[src/rtl/alu_share_arbiter.sv]
// Round-robin arbiter that lets two requesters share one combinational ALU.
// A granted request drives the ALU bus directly. The result and flags are
// captured into a single-entry response buffer that honours consumer
// backpressure.
module alu_share_arbiter #(
  parameter int WIDTH  = 32,
  parameter int CTRL_W = 4
) (
  input  logic              i_clk,
  input  logic              i_rst_n,
  input  logic              i_a_valid,
  input  logic [CTRL_W-1:0] i_a_ctrl,
  input  logic [WIDTH-1:0]  i_a_op1,
  input  logic [WIDTH-1:0]  i_a_op2,
  output logic              o_a_ready,
  input  logic              i_b_valid,
  input  logic [CTRL_W-1:0] i_b_ctrl,
  input  logic [WIDTH-1:0]  i_b_op1,
  input  logic [WIDTH-1:0]  i_b_op2,
  output logic              o_b_ready,
  output logic [CTRL_W-1:0] o_alu_ctrl,
  output logic [WIDTH-1:0]  o_alu_1,
  output logic [WIDTH-1:0]  o_alu_2,
  input  logic [WIDTH-1:0]  i_alu_result,
  input  logic              i_alu_zero,
  input  logic              i_alu_neg,
  input  logic              i_alu_negU,
  output logic              o_rsp_valid,
  output logic              o_rsp_id,
  output logic [WIDTH-1:0]  o_rsp_data,
  output logic              o_rsp_zero,
  output logic              o_rsp_neg,
  output logic              o_rsp_negU,
  output logic              o_rsp_err,
  input  logic              i_rsp_ready
);

  // Defined opcodes are 0..7 (arith/logic/shifts) plus 13 (slt) and 14 (sltu).
  function automatic logic ctrl_defined(input logic [CTRL_W-1:0] ctrl);
    return (ctrl <= CTRL_W'(7)) || (ctrl == CTRL_W'(13)) || (ctrl == CTRL_W'(14));
  endfunction

  logic              grant_a;
  logic              grant_b;
  logic              slot_free;
  logic              accept;
  logic              accept_b;
  logic              ctrl_ok;

  logic              last_b_p1;
  logic              rsp_vld_p1;
  logic              rsp_id_p1;
  logic [WIDTH-1:0]  rsp_data_p1;
  logic              rsp_zero_p1;
  logic              rsp_neg_p1;
  logic              rsp_negu_p1;
  logic              rsp_err_p1;

  // Grant: a lone requester wins; on contention the one not served last wins.
  always_comb begin
    grant_a = 1'b0;
    grant_b = 1'b0;
    if (i_a_valid && (!i_b_valid || last_b_p1)) begin
      grant_a = 1'b1;
    end else if (i_b_valid) begin
      grant_b = 1'b1;
    end
  end

  assign slot_free = !rsp_vld_p1 || i_rsp_ready;
  assign o_a_ready = grant_a && slot_free;
  assign o_b_ready = grant_b && slot_free;
  assign accept_b  = i_b_valid && o_b_ready;
  assign accept    = (i_a_valid && o_a_ready) || accept_b;

  // ALU bus follows the granted requester and is forced to zero when idle.
  always_comb begin
    o_alu_ctrl = '0;
    o_alu_1    = '0;
    o_alu_2    = '0;
    if (grant_a) begin
      o_alu_ctrl = i_a_ctrl;
      o_alu_1    = i_a_op1;
      o_alu_2    = i_a_op2;
    end else if (grant_b) begin
      o_alu_ctrl = i_b_ctrl;
      o_alu_1    = i_b_op1;
      o_alu_2    = i_b_op2;
    end
  end

  assign ctrl_ok = ctrl_defined(o_alu_ctrl);

  // ---- response buffer stage (p1) ----
  // Capture on accept; release the slot when consumed without a new accept.
  always_ff @(posedge i_clk or negedge i_rst_n) begin
    if (!i_rst_n) begin
      last_b_p1   <= 1'b1;
      rsp_vld_p1  <= 1'b0;
      rsp_id_p1   <= 1'b0;
      rsp_data_p1 <= '0;
      rsp_zero_p1 <= 1'b0;
      rsp_neg_p1  <= 1'b0;
      rsp_negu_p1 <= 1'b0;
      rsp_err_p1  <= 1'b0;
    end else if (accept) begin
      last_b_p1   <= accept_b;
      rsp_vld_p1  <= 1'b1;
      rsp_id_p1   <= accept_b;
      rsp_data_p1 <= ctrl_ok ? i_alu_result : '0;
      rsp_zero_p1 <= ctrl_ok && i_alu_zero;
      rsp_neg_p1  <= ctrl_ok && i_alu_neg;
      rsp_negu_p1 <= ctrl_ok && i_alu_negU;
      rsp_err_p1  <= !ctrl_ok;
    end else if (i_rsp_ready) begin
      rsp_vld_p1  <= 1'b0;
    end
  end

  assign o_rsp_valid = rsp_vld_p1;
  assign o_rsp_id    = rsp_id_p1;
  assign o_rsp_data  = rsp_data_p1;
  assign o_rsp_zero  = rsp_zero_p1;
  assign o_rsp_neg   = rsp_neg_p1;
  assign o_rsp_negU  = rsp_negu_p1;
  assign o_rsp_err   = rsp_err_p1;

endmodule
[config.mk]
export PLATFORM = sky130hd
export DESIGN_NAME = alu_share_arbiter
export DESIGN_NICKNAME = d
export VERILOG_FILES = /design/src/rtl/alu_share_arbiter.sv
export SDC_FILE = /design/constraint.sdc
export NUM_CORES = 1
export LEC_CHECK = 0
export ABC_AREA = 1
export CAP_MARGIN = 10
export CORE_AREA = 2 2 110 112
export CTS_CLUSTER_SIZE = 10
export DETAILED_ROUTE_END_ITERATION = 6
export DIE_AREA = 0 0 112 114
export PLACE_DENSITY = 0.67
export SYNTH_ARGS = -nofsm -noshare
export SYNTH_HDL_FRONTEND = slang
export SYNTH_SLANG_ARGS = --single-unit
[constraint.sdc]
create_clock -name i_clk -period 3.5 [get_ports i_clk]
set_input_delay 0.35 -clock i_clk [delete_from_list [all_inputs] [get_ports i_clk]]
set_output_delay 0.35 -clock i_clk [all_outputs]
set_load 0.05 [all_outputs]
# Word level (Yosys, flattened, before mapping)
# Index checks and enable logic that the tools add are counted.
# op_classes
n_mux	12
reduce_logical	17
n_eq_ne	2
n_lt_le_gt_ge	1
# op_table
operator	n
2-to-1 mux 32 bit	5
equality test 4 bit, second input constant	2
logical AND 1 bit	8
2-to-1 mux 4 bit	2
logical OR 1 bit	5
2-to-1 mux 1 bit	5
<= comparator 4 x 3 -> 1 bit, second input constant	1
logical NOT 1 bit	3
nonzero test 2 bit	1
# word_totals
out_inout_bits	108
regBits	39
in_bits	176
wordCells	40

# Depth between registers and ports, before layout
# Gate-level depths: netlist of run 1.
# logic_depth
depth_word	10
mapped_depth	12
depth_no_buf	11

# Worst setup path after synthesis of run 1
# Ideal clock, no wire load.
# synth_timing
path_kind	reg2out
start	register last_b_p1
end	output o_alu_1[0]
required_time_ps	3150
path_buffers	2
arrival_ps	1604
setup_slack_ps	1546
path_stages_with_launch	6
path_cell_list	dfstp_2 inv_1 a21oi_4 buf_2 buf_2 a22o_1
# synth_between
elab_chain_len	5
elab_cells_between_ends	6
cone_classes	4 x mux; 2 x reduce/logical
# synth_rtl
item	line_no	source
start, declared	50	logic last_b_p1;
start signal, assigned	107	last_b_p1 <= accept_b;
logical OR 1 bit *	63	if (i_a_valid && (!i_b_valid || last_b_p1)) begin
logical AND 1 bit *	63	
2-to-1 mux 1 bit	63	
2-to-1 mux 32 bit	85	end else if (grant_b) begin
2-to-1 mux 32 bit *	81	if (grant_a) begin
end, declared	22	output logic [WIDTH-1:0] o_alu_1,
# Mark *: on every way between the ends. The rest lies on a longest branch, timed or not.

# Final worst setup path of run 1
# layout_timing
start	input i_b_valid
end	output o_alu_2[13]
# layout_between
elab_chain_len	6
elab_cells_between_ends	8
cone_classes	5 x mux; 3 x reduce/logical
# layout_rtl
item	line_no	source
start, declared	16	input logic i_b_valid,
logical NOT 1 bit	63	
logical OR 1 bit	63	
logical AND 1 bit	63	
2-to-1 mux 1 bit	63	
2-to-1 mux 32 bit	85	
2-to-1 mux 32 bit *	81	
end, declared	23	output logic [WIDTH-1:0] o_alu_2,
# Marked as above.

==> results of run 1 <==
power groups by stage:
stage	Clock (mW)	Sequential, mW	Combinational, mW
global placement	0	0.667	2.29
floorplan	0	1.10	0.793
detailed placement	0	0.666	2.32
finish	0.419	0.666	2.31
CTS	0.435	0.666	2.32
global route	0.460	0.681	2.40
worst max-delay path, delay by kind of cell:
family          cells  cell delay, ns
buf+inv             4            1.19
compound gates      2            0.84
layout by cell type (no fill, tap or decap), drive strengths merged, types with 2 or more instances in the layout:
master,n
a21oi,2
a22o,65
dfrtp,38
nand3,2
nand2,131
o21ai,2
inv,45
diode,3
nor2,35
buf,73
clkdlybuf4s50,213
clkbuf,8
layout make-up:
class	instances	area share
repair buffers	286	0.5654
multi-input cells	237	0.2001
flip-flops and latches	39	0.1555
well taps	147	0.02927
inverters	45	0.02688
clock buffers	8	0.02170
diodes	3	0.001195
logic make-up (layout without fill, tap and decap cells):
family          Yosys count  count (layout)  synth area share
simple gates            168             168            0.2543
buf+inv                  69             339            0.1198
other cells               0               3                 0
compound gates           69              69            0.2410
flops                    39              39            0.3849
final timing paths:
path / end / depth (start not counted) / slack [ns]
max: o_alu_2[13] / 6 / 0.75
max reg2reg: o_rsp_data[16]$_DFFE_PN0P_ / 7 / 1.31
min: o_rsp_data[8]$_DFFE_PN0P_ / 1 / 0.18
max in group asynchronous: o_rsp_id$_DFFE_PN0P_ / 1 / 2.78
min in group i_clk: o_rsp_data[29]$_DFFE_PN0P_ / 2 / 0.48
min reg2reg: o_rsp_data[29]$_DFFE_PN0P_ / 2 / 0.48
layer usage:
metal,routed length (um),part of all wire
met2,7111,0.50
met4,579,0.040
met1,5405,0.38
met3,1255,0.087
met5,0,0
per-stage QoR:
step                      hold WS (ns)    util
after global routing            0.2526  0.5362
after global placement          0.4534  0.5244
after CTS                       0.2077  0.5360
after floorplan                0.05441       -
after detailed placement        0.4642  0.5244
final                           0.1844  0.5366
flip-flops by register name, summed over array words and instances, names as in the netlist:
name         cells
o_rsp_valid      1
o_rsp_neg        1
last_b_p1        1
o_rsp_zero       1
o_rsp_data      32
o_rsp_err        1
o_rsp_negU       1
o_rsp_id         1
==> results_dict.tcl, run 1 <==
set metrics [dict create \
    status "complete, no violations" \
    cell_internal_pwr_mw 1.795 \
    area_of_combinational_cells_with_multiple_inputs_sq_um 1257 \
    yosys-top-cells-count "sky130_fd_sc_hd__nand2_1 (128), sky130_fd_sc_hd__a22o_1 (65), sky130_fd_sc_hd__inv_1 (43)" \
    place.detailed.instances 754 \
    root_buffer "sky130_fd_sc_hd__clkbuf_16" \
    nFillCells 1051 \
    vias_in_the_first_global_route 3496 \
    data_arrival_time_at_the_worst_slack_endpoint_ns 2.40 \
    vias 3451 \
    max_cap_violations 0 \
    syn_area_per_cell_sq_um 7.359 \
    cp_cell_sequence "clkdlybuf4s50_1 > inv_2 > a21oi_4 > buf_4 > a22o_1 > buf_12" \
    routability_congestion_estimate_from_global_placement 0.9729 \
    postSynth.asyncResetShare 1.000 \
    ff_latch_area_sq_um 977.2 \
    grt_use_met2 0.3794 \
    global_route.peak_usage_layer "met2" \
    worst-path-max-fanout 25 \
    dp_hpwl_um 11620 \
    synth.area.top_cells "sky130_fd_sc_hd__dfrtp_1 (37%), sky130_fd_sc_hd__a22o_1 (22%), sky130_fd_sc_hd__nand2_1 (19%), sky130_fd_sc_hd__inv_1 (6.4%), sky130_fd_sc_hd__nor2_1 (5.2%)" \
    min_period_ns 2.751 \
    min-delay-path-class "input port to asynchronous set/reset pin" \
    crit-reg2reg-launch "last_b_p1$_DFFE_PN1P_" \
    worst_pin_slew_ns 1.079 \
    cts.sinks 39 \
    holdBufCountCts 0 \
    grt_max_degree 73 \
    fp.dieArea_sq_um 12770 \
    hold_violations 0 \
    cts_htree_levels 2 \
    postSynthNetCount 521 \
    post-route-drc-count 0 \
    finalWirelength_um 14350 \
    std_cell_rows 40 \
    final_cell_count_no_fill 765 \
    setup.worst_path.class "input port to primary output" \
    worstSetupStartpointType "input port" \
    global_route.usage.total 0.2157 \
    synth-edff-count 0 \
    synth.yosys.seq_area_share 0.3849 \
    fin_ws_ns 0.7491 \
    gr-total-overflow 0 \
    min_period_over_period 0.7860 \
    finalSetupTns_ns 0 \
    global_route_wire_length_before_repair_um 20930 \
    clock_skew_ns 0.004847 \
    yosysMostFrequentCell "sky130_fd_sc_hd__nand2_1" \
    slowest_stage_cell_crit_path "sky130_fd_sc_hd__clkdlybuf4s50_1" \
    number_of_antenna_violations_at_the_first_check_in_global_routing 1 \
    syn_area_sq_um 2539 \
    critical_path.startpoint "i_b_valid" \
    top_ff_cell_synth "sky130_fd_sc_hd__dfrtp_1" \
    gr-usage-met3 0.05154 \
    buffer_ports.inserted 283 \
    die_w_um 112 \
    clk-insertion-delay-late_ns 0.27 \
    drt-vias-per-instance 4.511 \
    drt_first_pass_iters 4 \
    chipHeight_um 114 \
    setup_violations 0 \
    yosys_warnings 0 \
    flip_flop_and_latch_count_after_synthesis 39 \
    cpPeakStageDelay_ns 0.57 \
    layout.cell_area.non_filler_sq_um 6285 \
    coreArea_sq_um 11710 \
    timing.final.max_slew_violations 0 \
    switching_power_summed_over_all_nets_mw 1.602 \
    relSlewSlack 0.2804 \
    netlist-cell-type-count 16 \
    cts-buffers-inserted 5 \
    largest_area_contributor_in_the_netlist "sky130_fd_sc_hd__dfrtp_1" \
    clock_power_share 0.123 \
    worstSetupEndpointType "primary output" \
    postRouteAntennaNets 0 \
    setup_repair_after_global_routing_missed_its_margin "false" \
    start_util 0.2168 \
    timing_limited_maximum_frequency_mhz 363.5 \
    combinationalPowerShare 0.681 \
    cts_tree "done" \
    cts-root-to-sink-buffers 2 \
    p_total_mw 3.397 \
    post_cts.resized_instances 0 \
    floorplan.io_pins 284 \
    clk_pin_slew_ns 0.06 \
    cp.required_ns 3.15 \
    grtUsageMet1 0.2559 \
    initialDrtViolationCount 212 \
    detailed_place.area_sq_um 6141 \
    switching_share 0.4717 \
    power_per_cell_area_nw_per_um2 540.5 \
    worst_ir_drop_vdd_mv 0.4539 \
    static-leakage-power_nw 2.980 \
    wl_per_cell_um 18.76 \
    layout-area-overhead-vs-synth_pct 147.6 \
    place_ws_ns 0.7041 \
    synth_top_cell_area_share 0.3746 \
    cts.repair_timing.setup_buffer_count 0 \
    share_seq_of_total_power 0.196 \
    final_nets 790 \
    drive_above_1_share 0.1398 \
    synthesis.instances 345 \
]
(Power assumes the default switching activity.)
==> run 2, diff against run 1 <==
Settings changed: PLACE_DENSITY 0.67 to 0.69.
Clock period 3.5 ns to 2.45 ns, I/O delays scaled along.
==> results_dict.tcl, run 2 (same netlist as run 1, synthesis figures left out) <==
set metrics [dict create \
    status "complete, no violations" \
    layout-area-overhead-vs-synth_pct 150.7 \
    max_cap_violations 0 \
    gr-usage-met3 0.06164 \
    min-delay-path-class "input port to asynchronous set/reset pin" \
    number_of_antenna_violations_at_the_first_check_in_global_routing 0 \
    final_cell_count_no_fill 767 \
    finalSetupTns_ns 0 \
    static-leakage-power_nw 3.026 \
    p_total_mw 5.025 \
    leading_cell_type_in_the_layout_fill_and_taps_excluded "sky130_fd_sc_hd__clkdlybuf4s50_1" \
    final_cell_mix "sky130_fd_sc_hd__clkdlybuf4s50_1 (212), sky130_fd_sc_hd__nand2_1 (128), sky130_fd_sc_hd__buf_12 (72)" \
    setup_repair_after_global_routing_missed_its_margin "false" \
    cp.required_ns 2.20 \
    buffer_ports.inserted 283 \
    setup_violations 0 \
    vias_in_the_first_global_route 3421 \
    postRouteAntennaNets 0 \
    floorplan.io_pins 284 \
    cts.sinks 39 \
    grt_use_met2 0.3931 \
    post_cts.resized_instances 0 \
    min_period_over_period 0.9609 \
    root_buffer "sky130_fd_sc_hd__clkbuf_16" \
    min_period_ns 2.354 \
    drt_first_pass_iters 4 \
    start_util 0.2168 \
    worst-path-max-fanout 37 \
    global_route.usage.total 0.2172 \
    dp_hpwl_um 11660 \
    worst_ir_drop_vdd_mv 0.4961 \
    timing_limited_maximum_frequency_mhz 424.8 \
    power_per_cell_area_nw_per_um2 789.4 \
    routability_congestion_estimate_from_global_placement 0.9305 \
    cts-root-to-sink-buffers 2 \
    data_arrival_time_at_the_worst_slack_endpoint_ns 2.11 \
    fp.dieArea_sq_um 12770 \
    timing.final.max_slew_violations 0 \
    largest_register_ffs 32 \
    vias 3383 \
    std_cell_rows 40 \
    clk_pin_slew_ns 0.06 \
    initialDrtViolationCount 208 \
    final_nets 793 \
    hold_violations 0 \
    cts.repair_timing.setup_buffer_count 0 \
    rrSetupSlack_ns 0.45 \
    chipHeight_um 114 \
    grt_max_degree 60 \
    drt-vias-per-instance 4.411 \
    global_route_wire_length_before_repair_um 21090 \
    grtUsageMet1 0.2580 \
    coreArea_sq_um 11710 \
    post-route-drc-count 0 \
    holdBufCountCts 0 \
    global_route.peak_usage_layer "met2" \
    drive_above_1_share 0.1505 \
    worst-r2r-cell-count 10 \
    worstSetupEndpointType "primary output" \
    wl_per_cell_um 18.63 \
    clk-insertion-delay-late_ns 0.28 \
    worstSetupStartpointType "input port" \
    setup.worst_path.class "input port to primary output" \
    gr-total-overflow 0 \
    relSlewSlack 0.4122 \
    die_w_um 112 \
    worst_pin_slew_ns 0.8817 \
    cts_htree_levels 2 \
    place.detailed.instances 757 \
    cts_tree "done" \
    finalWirelength_um 14290 \
    clock_skew_ns 0.003883 \
    cts-buffers-inserted 5 \
]
## run 2: changes by cell type in the layout (fill, tap and decap cells not counted), sizes merged
cell	before	now
buf	73	77
bufinv	0	1
clkdlybuf4s50	213	212
diode	3	2
clkbuf	8	6
clkinv	0	1
## run 2: per-layer routing
metal  wire length [um]  share of wire
met3               1301          0.091
met2               7321           0.51
met4                259          0.018
met5                  0              0
met1               5405           0.38
## run 2: worst paths after layout
| kind | from | to |
|---|---|---|
| min in group i_clk | o_rsp_data[21]$_DFFE_PN0P_ | o_rsp_data[21]$_DFFE_PN0P_ |
| min | i_rst_n | o_rsp_data[6]$_DFFE_PN0P_ |
| max | i_b_valid | o_alu_2[4] |
| max reg2reg | last_b_p1$_DFFE_PN1P_ | o_rsp_data[17]$_DFFE_PN0P_ |
| min reg2reg | o_rsp_data[21]$_DFFE_PN0P_ | o_rsp_data[21]$_DFFE_PN0P_ |
| max in group asynchronous | i_rst_n | o_rsp_data[26]$_DFFE_PN0P_ |
## run 2: layout make-up
class / instances / area [sq um]
Inverter: 45 / 168.9
Timing Repair Buffer: 289 / 3598
Clock buffer: 6 / 138.9
Antenna cell: 2 / 5.005
Tap cell: 147 / 183.9
Clock inverter: 2 / 35.03
Multi-Input combinational cell: 237 / 1257
Fill cell: 1058 / 5346
Sequential cell: 39 / 977.2
## run 2: power by group
| part | switching (mW) | total (mW) | internal [mW] |
|---|---|---|---|
| Clock | 0.245 | 0.751 | 0.506 |
| Sequential | 0.107 | 0.939 | 0.832 |
| Combinational | 1.96 | 3.33 | 1.38 |
| Total | 2.31 | 5.02 | 2.71 |
## run 2: per-stage QoR
stage | utilization | setup WS [ns] | area [sq um] | hold slack [ns]
2_1_floorplan | - | 0.6012 | 2539 | -0.05059
3_3_place_gp | 0.5282 | 0.1549 | 6186 | 0.4121
3_5_place_dp | 0.5282 | 0.1287 | 6186 | 0.4194
4_1_cts | 0.5431 | 0.1150 | 6360 | 0.1205
5_1_grt | 0.5431 | 0.02968 | 6360 | 0.1527
6_report | 0.5435 | 0.09574 | 6365 | 0.08878
## run 2: worst max-delay path: stages
cell and delay [ns]:
sky130_fd_sc_hd__clkdlybuf4s50_1 0.58, sky130_fd_sc_hd__inv_2 0.08, sky130_fd_sc_hd__a21oi_4 0.28, sky130_fd_sc_hd__buf_4 0.43, sky130_fd_sc_hd__a22o_1 0.33, sky130_fd_sc_hd__buf_12 0.17
